`src/rtl/data_unloader.sv`:
```
// Streams 512-bit lines out of a core's data memory and writes them to Avalon memory,
// one single-beat burst per line, assembled from sixteen 32-bit dmem reads.
module data_unloader #(
    parameter int CORES      = 4,
    parameter int DMEM_DEPTH = 14
) (
    input  logic                                  clk,
    input  logic                                  reset,
    input  logic                                  kick,
    output logic                                  busy,
    output logic                                  done,
    input  logic [63:0]                           memory_base_addr,
    input  logic [$clog2(CORES)-1:0]              target_core,
    input  logic [DMEM_DEPTH-4:0]                 num_lines,
    output logic [$clog2(CORES)+DMEM_DEPTH+1:0]   data_addr,
    output logic                                  data_re,
    input  logic [31:0]                           data_din,
    input  logic                                  m0_waitrequest,
    input  logic [511:0]                          m0_readdata,
    input  logic                                  m0_readdatavalid,
    output logic [2:0]                            m0_burstcount,
    output logic [511:0]                          m0_writedata,
    output logic [63:0]                           m0_address,
    output logic                                  m0_write,
    output logic                                  m0_read,
    output logic [63:0]                           m0_byteenable,
    output logic                                  m0_debugaccess
);
    localparam int CW        = $clog2(CORES);
    localparam int LW        = DMEM_DEPTH - 4;
    localparam int NW        = DMEM_DEPTH - 3;
    localparam int AW        = CW + DMEM_DEPTH + 2;
    localparam int MAX_LINES = 1 << LW;

    typedef enum logic [1:0] {
        IDLE  = 2'd0,
        FETCH = 2'd1,
        DRAIN = 2'd2,
        WRITE = 2'd3
    } state_t;

    state_t          state_r, state_s;
    logic [3:0]      word_r, word_s;
    logic [LW-1:0]   line_r, line_s;
    logic [NW-1:0]   lines_r, lines_s;
    logic [63:0]     base_r, base_s;
    logic [CW-1:0]   core_r, core_s;
    logic            busy_r, busy_s;
    logic            done_r, done_s;
    logic            data_re_r, data_re_s;
    logic            din_valid_r;
    logic [AW-1:0]   data_addr_r, data_addr_s;
    logic            m0_write_r, m0_write_s;
    logic [63:0]     m0_address_r, m0_address_s;
    logic [63:0]     byteen_r, byteen_s;
    logic [511:0]    line_buf_r, line_buf_s;
    logic            last_line_s;
    logic            unused_s;

    assign unused_s    = ^{m0_readdata, m0_readdatavalid};
    assign last_line_s = ({1'b0, line_r} == (lines_r - NW'(1)));

    // FSM state register
    always_ff @(posedge clk) begin
        if (reset) begin
            state_r <= IDLE;
        end else begin
            state_r <= state_s;
        end
    end

    // Next state and next values of every registered output and counter
    always_comb begin
        state_s      = state_r;
        word_s       = word_r;
        line_s       = line_r;
        lines_s      = lines_r;
        base_s       = base_r;
        core_s       = core_r;
        busy_s       = busy_r;
        done_s       = 1'b0;
        data_re_s    = 1'b0;
        data_addr_s  = data_addr_r;
        m0_write_s   = m0_write_r;
        m0_address_s = m0_address_r;
        byteen_s     = byteen_r;
        // Each read word lands at the LSB; the first word ends up in the top lane.
        if (din_valid_r) begin
            line_buf_s = {line_buf_r[479:0], data_din};
        end else begin
            line_buf_s = line_buf_r;
        end
        case (state_r)
            IDLE: begin
                if (kick) begin
                    base_s = memory_base_addr;
                    core_s = target_core;
                    line_s = {LW{1'b0}};
                    if (num_lines > NW'(MAX_LINES)) begin
                        lines_s = NW'(MAX_LINES);
                    end else begin
                        lines_s = num_lines;
                    end
                    if (num_lines == {NW{1'b0}}) begin
                        // Nothing to move: WRITE with done set acts as the one-cycle done state.
                        done_s  = 1'b1;
                        busy_s  = 1'b0;
                        word_s  = 4'd0;
                        state_s = WRITE;
                    end else begin
                        busy_s      = 1'b1;
                        data_re_s   = 1'b1;
                        data_addr_s = {target_core, {LW{1'b0}}, 4'd0, 2'b00};
                        word_s      = 4'd1;
                        state_s     = FETCH;
                    end
                end else begin
                    state_s = IDLE;
                end
            end
            FETCH: begin
                data_re_s   = 1'b1;
                data_addr_s = {core_r, line_r, word_r, 2'b00};
                word_s      = word_r + 4'd1;
                if (word_r == 4'd15) begin
                    state_s = DRAIN;
                end else begin
                    state_s = FETCH;
                end
            end
            DRAIN: begin
                byteen_s = {64{1'b1}};
                state_s  = WRITE;
            end
            WRITE: begin
                if (done_r) begin
                    state_s = IDLE;
                end else if (!m0_write_r) begin
                    // Last word is shifted in on this same edge.
                    m0_write_s   = 1'b1;
                    m0_address_s = base_r + {{(58 - LW){1'b0}}, line_r, 6'b000000};
                end else if (!m0_waitrequest) begin
                    m0_write_s = 1'b0;
                    byteen_s   = {64{1'b0}};
                    if (last_line_s) begin
                        done_s = 1'b1;
                        busy_s = 1'b0;
                    end else begin
                        line_s  = line_r + LW'(1);
                        state_s = FETCH;
                    end
                end else begin
                    state_s = WRITE;
                end
            end
            default: begin
                state_s = IDLE;
            end
        endcase
    end

    // Datapath, counters and output registers
    always_ff @(posedge clk) begin
        if (reset) begin
            word_r       <= 4'd0;
            line_r       <= {LW{1'b0}};
            lines_r      <= {NW{1'b0}};
            base_r       <= 64'd0;
            core_r       <= {CW{1'b0}};
            busy_r       <= 1'b0;
            done_r       <= 1'b0;
            data_re_r    <= 1'b0;
            din_valid_r  <= 1'b0;
            data_addr_r  <= {AW{1'b0}};
            m0_write_r   <= 1'b0;
            m0_address_r <= 64'd0;
            byteen_r     <= 64'd0;
            line_buf_r   <= 512'd0;
        end else begin
            word_r       <= word_s;
            line_r       <= line_s;
            lines_r      <= lines_s;
            base_r       <= base_s;
            core_r       <= core_s;
            busy_r       <= busy_s;
            done_r       <= done_s;
            data_re_r    <= data_re_s;
            din_valid_r  <= data_re_r;
            data_addr_r  <= data_addr_s;
            m0_write_r   <= m0_write_s;
            m0_address_r <= m0_address_s;
            byteen_r     <= byteen_s;
            line_buf_r   <= line_buf_s;
        end
    end

    assign busy           = busy_r | kick;
    assign done           = done_r;
    assign data_re        = data_re_r;
    assign data_addr      = data_addr_r;
    assign m0_write       = m0_write_r;
    assign m0_address     = m0_address_r;
    assign m0_writedata   = line_buf_r;
    assign m0_byteenable  = byteen_r;
    assign m0_burstcount  = 3'd1;
    assign m0_read        = 1'b0;
    assign m0_debugaccess = 1'b0;
endmodule

```
`config.mk`:
```
export PLATFORM = sky130hd
export DESIGN_NAME = data_unloader
export DESIGN_NICKNAME = d
export VERILOG_FILES = /design/src/rtl/data_unloader.sv
export SDC_FILE = /design/constraint.sdc
export NUM_CORES = 1
export LEC_CHECK = 0
export BUFFER_PORTS_ARGS = -buffer_cell sky130_fd_sc_hd__buf_2
export CORE_AREA = 8 8 492 494
export DETAILED_ROUTE_END_ITERATION = 16
export DIE_AREA = 0 0 500 502
export GPL_TIMING_DRIVEN = 0
export PLACE_DENSITY = 0.3
export SLEW_MARGIN = 20
export SYNTH_ARGS = -nofsm -noshare
export SYNTH_HDL_FRONTEND = slang
export SYNTH_SLANG_ARGS = --single-unit
```
`constraint.sdc`:
```
create_clock -name clk -period 5.1 [get_ports clk]
set_clock_uncertainty 0.1 [all_clocks]
set_input_delay 1.02 -clock clk [delete_from_list [all_inputs] [get_ports clk]]
set_output_delay 1.02 -clock clk [all_outputs]
set_load 0.05 [all_outputs]
```
==> results.sh <==
export IMPL_status="finished clean"
export IMPL_hold_path_endpoint="data_addr[10]"
export IMPL_placedInstanceArea_um2=34300
export IMPL_drc=0
export IMPL_ant_nets=0
export IMPL_fp_dieW_um=500
export IMPL_worst_pin_slew_ns=1.15
export IMPL_synthCells=2757
export IMPL_synth_cell_type_count=61
export IMPL_crit_required_ns=5.55
export IMPL_cp_arrival_ns=5.08
export IMPL_avgViaCountPerCell=3.28
export IMPL_hold_buffers=0
export IMPL_via_count=22500
export IMPL_cts_tree="done"
export IMPL_slowest_delay_ns=0.67
export IMPL_area_growth_syn_to_layout_pct=41.3
export IMPL_critPathCaptureType="flop"
export IMPL_p_leak_uw=0.0154
export IMPL_grt_pass1_wl_mm=189
export IMPL_start_kind="flop"
export IMPL_cts_resized=0
export IMPL_synthFlopType="dfxtp_1"
export IMPL_numCtsBuffers=93
export IMPL_setup_viol=0
export IMPL_track_usage=0.105
export IMPL_ys_seq_area_frac=0.522
export IMPL_ir_drop_uv=241
export IMPL_finalMaxSlewViolations=0
export IMPL_timing_rr_end="m0_address[42]"
export IMPL_syn_area_per_cell_um2=9.61
export IMPL_cts_sinks=691
export IMPL_worstHoldStart="data_addr[10]"
export IMPL_max_slew_margin_rel=0.227
export IMPL_post_cts_setup_buffer_count=0
export IMPL_p_per_area_nw_per_um2=342
export IMPL_layout_commonest_cell="buf_2"
export IMPL_max_cap_violations=0
export IMPL_drtIter0Drc=1059
export IMPL_worst_path_max_delay_cell="a21oi_1"
export IMPL_worst_setup_path_type="flop to flop"
export IMPL_htree_levels=3
export IMPL_dieArea_um2=251000
export IMPL_yosys_warnings=0
export IMPL_core_area_um2=234000
export IMPL_grt_ovfl_total=0
export IMPL_grt_max_degree=66
export IMPL_layout_drive_gt1_share=0.271
export IMPL_nets=4273
export IMPL_worstReg2RegStart="line_r[0]"
export IMPL_period_share=0.908
export IMPL_root_buffer="clkbuf_16"
export IMPL_cpMostUsedCell="a21oi_1"
export IMPL_cts_buffer_depth=3
export IMPL_ys_ff_latch=691
export IMPL_regArea_um2=13800
export IMPL_clk_latency_ns=0.70
export IMPL_globalplace_congestion=0.753
export IMPL_fmax_ghz=0.216
export IMPL_r2r_slack_ns=0.47
export IMPL_synth_top_area_frac=0.522
export IMPL_reg2reg_depth=12
export IMPL_syn_area_um2=26500
export IMPL_layout_common_cells="775 x buf_2, 690 x dfxtp_1, 555 x nor2_1, 518 x mux2i_1, 210 x nand2_1"
export IMPL_routed_wl_mm=139
export IMPL_synthTopCellsByArea="dfxtp_1 52%, mux2i_1 20%, nor2_1 7.9%, nand2_1 3.0%, a21oi_1 3.0%"
export IMPL_drt_first_pass_iters=5
export IMPL_fp_row_count=178
export IMPL_rsz0062_at_grt="false"
export IMPL_grt_pass1_vias=22800
export IMPL_min_delay_path_class="flop to flop"
export IMPL_synth_top_area_cell="dfxtp_1"
export IMPL_multi_input_area_um2=11300
export IMPL_period_needed_ns=4.63
export IMPL_dp_hpwl_mm=115
export IMPL_avgRoutedWirePerCell_um=20.2
export IMPL_antenna_found_initial=32
export IMPL_finish_utilization=0.160
export IMPL_async_reset_ff_frac=0
export IMPL_crit_path_cell_trace="ha_1, inv_1, fa_1, nor2b_1, o21ai_0, a21boi_0, o311ai_1, a21oi_1, clkbuf_1, nand3_1, xor2_1, a21oi_1"
export IMPL_io_buffers=771
export IMPL_worstHoldPathCells=2
export IMPL_die_h_um=502
export IMPL_worst_path_max_fanout=10
export IMPL_clk_pin_slew_ns=0.06
export IMPL_design_area_um2=37400
export IMPL_fillCellCount=26600
export IMPL_initial_utilization=0.113
export IMPL_ioPinCount=1293
export IMPL_synth_edff_count=0
export IMPL_hold_viol_final=0
-- worst max path at each step --
stage,startpoint,to,slack [ns],cells after the start
3_3_place_gp,reset,m0_writedata[456],-0.46,5
6_report,line_r[0],m0_address[42],0.47,12
4_1_cts,line_r[0],m0_address[42],0.45,12
5_1_grt,line_r[0],m0_address[42],0.16,12
3_5_place_dp,line_r[0],m0_address[42],0.48,12
2_1_floorplan,m0_byteenable[62],m0_byteenable[10],1.94,1
-- per-stage QoR --
stage	instances	total power, uW	setup slack (ns)	hold WS (ns)	setup TNS, ns
final	6866	12800	0.469	0.348	0
after global routing	6852	13400	0.156	0.367	0
after CTS	6850	13100	0.451	0.347	0
after detailed placement	6684	6430	0.476	0.344	0
after global placement	6683	6430	-0.460	0.341	-17.90
after floorplan	2762	6110	1.94	0.332	0
-- synth_stat cells, types with 3 or more instances --
cell type / instances
dfxtp_1: 691
nor2_1: 555
mux2i_1: 518
nand2_1: 210
a21oi_1: 157
clkbuf_1: 124
buf_4: 72
o21ai_0: 60
buf_1: 53
nand3_1: 46
xor2_1: 39
xnor2_1: 25
inv_1: 23
ha_1: 17
and3_1: 16
nand4_1: 16
nor3_1: 14
a211oi_1: 10
and2_1: 8
and4_1: 7
nand3b_1: 7
nor4_1: 6
a22oi_1: 5
nor2b_1: 5
o21a_1: 5
or4_1: 5
buf_2: 4
nor4b_1: 4
o211ai_1: 4
a21o_1: 3
a31o_2: 3
a31oi_1: 3
nand2b_1: 3
o41ai_1: 3
or2_2: 3
-- metal layers --
layer / global-route usage / wire length [um]
met5: 0 / 76
met4: 0.0321 / 3760
met2: 0.156 / 57500
met1: 0.143 / 66200
met3: 0.0368 / 11400
-- cells by family (layout without fill, tap and decap cells) --
group                    Yosys count  in the layout  synth area share
AND/OR/NAND/NOR                  915            915             0.144
flip-flops                       691            691             0.522
multiplexers                     518            518             0.196
buffers and inverters            277           1215            0.0501
AO/OA/AOI/OAI                    272            272            0.0574
XOR/XNOR                          64             64            0.0212
adder cells (fa/ha/maj)           18             18           0.00879
other                              2             23          0.000284
-- critical path, delay by kind of cell (launching register included) --
kind,cells,cell delay [ns]
compound gates,5,1.90
xor+xnor,1,0.28
fa+ha+maj,2,0.63
buf+inv,2,0.71
flops,1,0.55
simple gates,2,0.29
-- report_power, final --
| part | total, uW | switching (uW) | leakage [uW] | internal (uW) |
|---|---|---|---|---|
| clock | 6530 | 2640 | 0.00147 | 3880 |
| sequential | 5510 | 58.4 | 0.00558 | 5460 |
| combinational | 772 | 528 | 0.00832 | 245 |
-- state kept, by name, indices dropped and copies added (netlist names) --
signal         count
m0_writedata     512
base_r            64
m0_address        64
data_addr         16
lines_r           11
line_r            10
word_r             4
core_r             2
state_r            2
busy_r             1
data_re            1
din_valid_r        1
done               1
m0_byteenable      1
m0_write           1
-- layout make-up --
| class | count | share of cell area |
|---|---|---|
| Sequential cell | 691 | 0.370 |
| Multi-Input combinational cell | 1794 | 0.303 |
| Tap cell | 3150 | 0.105 |
| Timing Repair Buffer | 772 | 0.104 |
| Clock buffer | 145 | 0.0731 |
| Buffer | 254 | 0.0333 |
| Clock inverter | 21 | 0.00796 |
| Inverter | 23 | 0.00231 |
| Antenna cell | 16 | 0.00107 |
(Power assumes the default switching activity.)
